`src/rtl/scarv_cop_insn_ctrl_pkg.sv`:
```
// Shared types and constants for the co-processor instruction sequencer:
// FSM state encodings and the instruction result codes.
package scarv_cop_insn_ctrl_pkg;

    typedef enum logic [1:0] {
        SCARV_COP_CTL_IDLE = 2'd0,
        SCARV_COP_CTL_EXEC = 2'd1,
        SCARV_COP_CTL_RSP  = 2'd2
    } ctl_state_t;

    localparam logic [2:0] SCARV_COP_INSN_SUCCESS = 3'b000;
    localparam logic [2:0] SCARV_COP_INSN_BAD_INS = 3'b001;
    localparam logic [2:0] SCARV_COP_INSN_BAD_LAD = 3'b010;
    localparam logic [2:0] SCARV_COP_INSN_LD_ERR  = 3'b011;
    localparam logic [2:0] SCARV_COP_INSN_TIMEOUT = 3'b111;

endpackage

```
`src/rtl/scarv_cop_insn_ctrl.sv`:
```
// CPU-side instruction sequencer: accepts one instruction, holds it for the
// functional units, then returns the result over the response handshake.
module scarv_cop_insn_ctrl
    import scarv_cop_insn_ctrl_pkg::*;
#(
    parameter int TIMEOUT = 64,
    parameter int CW      = 7
) (
    input  logic        g_clk,
    input  logic        g_resetn,
    input  logic        cpu_insn_req,
    output logic        cop_insn_ack,
    input  logic        cpu_abort_req,
    input  logic [31:0] cpu_insn_enc,
    input  logic [31:0] cpu_rs1,
    output logic        cop_insn_rsp,
    input  logic        cpu_insn_ack,
    output logic [2:0]  cop_result,
    output logic        cop_wen,
    output logic [4:0]  cop_waddr,
    output logic [31:0] cop_wdata,
    output logic [31:0] ctl_insn_enc,
    output logic [31:0] ctl_rs1,
    output logic        fu_ivalid,
    output logic        fu_abort,
    input  logic        fu_idone,
    input  logic [2:0]  fu_result,
    input  logic        fu_gpr_wen,
    input  logic [4:0]  fu_gpr_waddr,
    input  logic [31:0] fu_gpr_wdata,
    output logic        ctl_busy
);

    ctl_state_t      state_reg;
    ctl_state_t      state_next;
    logic [CW-1:0]   wdog_reg;
    logic            timeout_hit;
    logic            accept;

    // TIMEOUT == 0 disables the watchdog entirely.
    assign timeout_hit  = (TIMEOUT != 0) && (wdog_reg == CW'(TIMEOUT - 1));

    assign cop_insn_ack = (state_reg == SCARV_COP_CTL_IDLE) && !cpu_abort_req;
    assign fu_ivalid    = (state_reg == SCARV_COP_CTL_EXEC);
    assign cop_insn_rsp = (state_reg == SCARV_COP_CTL_RSP);
    assign ctl_busy     = (state_reg != SCARV_COP_CTL_IDLE);
    assign accept       = cpu_insn_req && cop_insn_ack;

    // Abort outranks a same-cycle done; done outranks a same-cycle timeout.
    always_comb begin
        state_next = state_reg;
        fu_abort   = 1'b0;
        unique case (state_reg)
            SCARV_COP_CTL_IDLE: begin
                if (accept) state_next = SCARV_COP_CTL_EXEC;
            end
            SCARV_COP_CTL_EXEC: begin
                if (cpu_abort_req) begin
                    state_next = SCARV_COP_CTL_IDLE;
                    fu_abort   = 1'b1;
                end else if (fu_idone) begin
                    state_next = SCARV_COP_CTL_RSP;
                end else if (timeout_hit) begin
                    state_next = SCARV_COP_CTL_RSP;
                    fu_abort   = 1'b1;
                end
            end
            SCARV_COP_CTL_RSP: begin
                if (cpu_insn_ack) state_next = SCARV_COP_CTL_IDLE;
            end
            default: state_next = SCARV_COP_CTL_IDLE;
        endcase
    end

    always_ff @(posedge g_clk or negedge g_resetn) begin
        if (!g_resetn) begin
            state_reg    <= SCARV_COP_CTL_IDLE;
            ctl_insn_enc <= '0;
            ctl_rs1      <= '0;
            cop_result   <= '0;
            cop_wen      <= 1'b0;
            cop_waddr    <= '0;
            cop_wdata    <= '0;
            wdog_reg     <= '0;
        end else begin
            state_reg <= state_next;
            if (state_reg == SCARV_COP_CTL_IDLE && accept) begin
                ctl_insn_enc <= cpu_insn_enc;
                ctl_rs1      <= cpu_rs1;
                wdog_reg     <= '0;
            end
            if (state_reg == SCARV_COP_CTL_EXEC) begin
                if (wdog_reg != '1) wdog_reg <= wdog_reg + 1'b1;
                if (!cpu_abort_req) begin
                    if (fu_idone) begin
                        cop_result <= fu_result;
                        cop_wen    <= fu_gpr_wen;
                        cop_waddr  <= fu_gpr_waddr;
                        cop_wdata  <= fu_gpr_wdata;
                    end else if (timeout_hit) begin
                        cop_result <= SCARV_COP_INSN_TIMEOUT;
                        cop_wen    <= 1'b0;
                    end
                end
            end
            // Drop the write enable on exit so a stale wen never leaks into IDLE.
            if (state_reg == SCARV_COP_CTL_RSP && cpu_insn_ack) cop_wen <= 1'b0;
        end
    end

endmodule
```
`config.mk`:
```
export PLATFORM = sky130hd
export DESIGN_NAME = scarv_cop_insn_ctrl
export DESIGN_NICKNAME = d
export VERILOG_FILES = /design/src/rtl/scarv_cop_insn_ctrl_pkg.sv /design/src/rtl/scarv_cop_insn_ctrl.sv
export SDC_FILE = /design/constraint.sdc
export NUM_CORES = 1
export LEC_CHECK = 0
export BUFFER_PORTS_ARGS = -buffer_cell sky130_fd_sc_hd__buf_4
export CAP_MARGIN = 20
export CORE_ASPECT_RATIO = 1.1
export CORE_MARGIN = 2
export CORE_UTILIZATION = 43
export CTS_BUF_LIST = sky130_fd_sc_hd__clkbuf_4 sky130_fd_sc_hd__clkbuf_8
export DETAILED_ROUTE_END_ITERATION = 8
export GPL_TIMING_DRIVEN = 0
export PLACE_DENSITY = 0.8
export SKIP_LAST_GASP = 1
export SLEW_MARGIN = 40
export SYNTH_ARGS = -nofsm -noshare
export SYNTH_HDL_FRONTEND = slang
export SYNTH_SLANG_ARGS = --single-unit
export TNS_END_PERCENT = 5
```
`constraint.sdc`:
```
create_clock -name g_clk -period 1.8 [get_ports g_clk]
set_clock_uncertainty 0.2 [all_clocks]
set_input_delay 0.18 -clock g_clk [delete_from_list [all_inputs] [get_ports g_clk]]
set_output_delay 0.18 -clock g_clk [all_outputs]
set_load 0.01 [all_outputs]
```
==> results.txt <==
- Antenna Violating Nets Remaining: 0
* Worst relative slew slack: 0.7005
- In this run the worst path has a maximum fanout of 3.
- CTS built an H-tree with a depth of 4.
* IR Drop Worst-Case VDD: 0.7390 mV
- The final reports fail on setup timing.
- The number of nets in the synthesized netlist is 605.
- TritonCTS built the clock tree.
- Power share of the sequential group: 0.418
- Of the total power, the clock network draws 0.283.
- Based on the critical path, the design can be clocked at up to 0.5017 GHz.
* Final nets: 959
- Part of the total power dissipated in combinational logic: 0.300
- Startpoint Class: register
* Max clock buf depth: 2
* Average wire per cell in the routed design: 14.96 um
- The clock net in this run drives a total of 114 sinks.
- Pleak: 4.282 nW
* Critical path startpoint: wdog_reg[0]$_DFF_PN0_
- The tree is rooted in a clkbuf_8.
- For the pin with the worst max-slew slack, the measured transition is 0.4493 ns.
- Layout cells sized above 1: 0.3287
* Die X: 101.2 um
* Result of the run: finished, violations left
- After routing the design area is 0.007878 mm2.
- DR iter-0 viols: between 150 and 200
- The number of global-route vias before repair is between 4k and 5k.
* Antenna Cells: 0
- Entering global routing, the biggest net connects 115 pins.
- Most frequent standard cell in the layout excluding fill and tap cells: nand2_1
* Die outline area: 0.01123 mm2
* Number of buffers inserted during clock tree synthesis: 17
- Crit. End Element: output port
- Area of the mapped netlist: approximately 0.0045 mm2
* Slack of the worst reg-to-reg path: 0.01 ns
* Setup slack of the critical path after layout: -0.1931 ns
- The clock reaches the later pin of the worst-skew pair after 0.41 ns.
- Req. time, crit path: approximately 1.4 ns
- The number of antenna violations at the first check in global routing was 0.
- The floorplan step defined a core boundary enclosing 0.01025 mm2.
- Of the synthesized area, sequential elements account for 0.6381.
- Placed cell area: 0.006284 mm2
* Count of distinct cell types in the synthesized netlist: 34
- Die Height: 110.9 um
- For this configuration, the core starts out at a cell density of 0.4363.
* Worst setup timing slack at the placement stage: -0.04313 ns
* RSZ-0062 raised after global routing: true
* Wire length of the first global-routing pass: between 20,000 and 25,000 um
- Synthesis-to-layout area growth: 76.21%
- Final core utilization: 0.7687
- RR Startpoint: wdog_reg[0]$_DFF_PN0_
* Fraction of the cycle the final worst path needs: 1.107
- Remaining global-route overflow: 0
- Setup violations remaining at the end of the flow were counted as 1.
- # IOs: 221
- Post-synthesis instance total: 493
- The worst path in the final design needs a cycle of around 2.0 ns, including I/O delays and setup.
* Sum of routed wire segments on met1: 5510 um
- Routability-driven placement finished with a final weighted congestion of 0.8230.
- Uppermost routed layer: met4
- The worst hold path belongs to the class input pin to asynchronous set/reset pin.
- Syn. warnings: 0
- Before antenna repair, the detailed router went through 6 iterations.
- The critical path in this run is classified as register to output port.
- Global Route Usage Sum: 0.2665
- Internal power comes to slightly below 0.006 W.
- Most frequent cells in the layout: 311 x nand2_1, 231 x buf_4, 114 x dfrtp_1
- Total via count after detailed routing: 4,669
* Std-Cell Rows: 39
- Vias/cell: 4.759
- DRC Markers: 0
* Final routed wirelength across all metal layers: about 15,000 um
* HPWL Detailed: around 8700 um
- Number of port buffers: 220
* Switching power share of the total: 0.2991
* Power Dens Cells: 1081 mW/mm2
* Syn Area/Cell: a little over 9 um2
- The number of slew-limit violations in the final report came to 0.
- Post-route insts no fill: 981
- # Max-Cap Violations: 0
- Detailed route wirelength on metal3: 786 um
- After clock tree synthesis, the clock-pin slew on the worst setup and hold paths is 0.06 ns.
- The largest registers in the layout are cop_wdata x32, ctl_insn_enc x32, ctl_rs1 x32.
* Dpl cells: 836
* Synthesized flop and latch total: 114
* Amount of wire on met2 after detailed routing: 7953 um
- The analysis attributes to net switching a power of 0.002547 W.
* Final Hold Viols: 0
* Critical Path AT: 1.61 ns
==> metrics by stage <==
stage | hold WS [ns] | setup TNS (ns) | total power [W]
2_1_floorplan | -0.3156 | 0 | 0.004399
5_1_grt | 0.05040 | -0.7770 | 0.008959
4_1_cts | 0.1131 | -0.3083 | 0.008442
6_report | 0.04136 | -0.1931 | 0.008516
3_5_place_dp | 0.1147 | -0.1906 | 0.005801
3_3_place_gp | 0.1689 | -0.07719 | 0.005699
==> final cells by class <==
type | instances | area, um2
plain buffers | 24 | 138.9
clock buffers | 25 | 325.3
clock inverters | 5 | 75.07
fillers | 618 | 2370
inverters | 3 | 11.26
multi-input cells | 352 | 1505
flip-flops and latches | 114 | 2853
well taps | 123 | 153.9
repair buffers | 335 | 2815
==> per-layer routing <==
layer | global-route usage | vias to the layer above
li1 | - | 2230
met2 | 0.4733 | 192
met1 | 0.2926 | 2211
met4 | 0.1297 | 0
met3 | 0.06242 | 36
met5 | 0 | -
==> worst max-delay path, stage by stage (launching register included) <==
cell and delay, ns:
dfrtp_1 0.40, ha_4 0.15, and3_4 0.20, nand3_2 0.08
nor3_2 0.13, o21a_1 0.13, buf_4 0.12
==> power groups by stage <==
stage | combinational, W | clock (W) | sequential, W
CTS | 0.00247 | 0.00244 | 0.00353
finish | 0.00255 | 0.00241 | 0.00356
detailed placement | 0.00224 | 0 | 0.00357
global route | 0.00277 | 0.00257 | 0.00362
floorplan | 0.000597 | 0 | 0.00380
global placement | 0.00217 | 0 | 0.00353
==> final timing paths <==
kind / end / cells after the start
min in group g_clk: wdog_reg[2]$_DFF_PN0_ / 4
worst min-delay path: cop_wdata[23]$_DFFE_PN0P_ / 2
max in group asynchronous: ctl_rs1[31]$_DFFE_PN0P_ / 3
worst max-delay path: fu_abort / 6
worst min register to register: ctl_rs1[20]$_DFFE_PN0P_ / 2
worst max register to register: cop_result[2]$_DFFE_PN0P_ / 5
==> cells in the mapped netlist, drive strengths merged <==
| cell | n | area, um2 |
|---|---|---|
| nand4 | 1 | 6.260 |
| inv | 3 | 11.26 |
| ha | 1 | 12.51 |
| clkbuf | 11 | 42.54 |
| dfrtp | 114 | 2853 |
| a21oi | 2 | 10.01 |
| nand2 | 312 | 1171 |
| nor2b | 2 | 12.51 |
| buf | 13 | 95.09 |
| xnor2 | 1 | 8.760 |
| a22oi | 1 | 7.510 |
| and2 | 2 | 12.51 |
| o21ai | 4 | 31.28 |
| o211ai | 1 | 7.510 |
| nor3 | 3 | 20.02 |
| a21o | 1 | 7.510 |
| nor2 | 2 | 7.510 |
| o22a | 3 | 26.28 |
| nor3b | 1 | 12.51 |
| o31ai | 1 | 7.510 |
| a41oi | 1 | 8.760 |
| or2 | 1 | 6.260 |
| o41ai | 1 | 16.27 |
| nand3 | 6 | 30.03 |
| and3 | 1 | 6.260 |
| nand2b | 1 | 6.260 |
| o21a | 1 | 7.510 |
| a32o | 1 | 10.01 |
| o311ai | 1 | 16.27 |
==> cell families after synthesis <==
group	share of synthesized area
adders and majority gates	0.002798
DFF	0.6381
xor gates and xnor gates	0.001959
and+or+nand+nor	0.2888
AOI/OAI and AO/OA	0.03499
buffers and inverters	0.03330
==> repair_timing <==
item / CTS / global route
gates resized for setup: 5 / 4
cloned: 0 / 0
endpoints found under the setup margin: 7 / 76
hold endpoints to repair: 221 / 0
hold buffers: 109 / 0
buffers inserted: 2 / 3
pin swaps: 1 / 1
No activity file was read; power rests on OpenSTA's default activity.
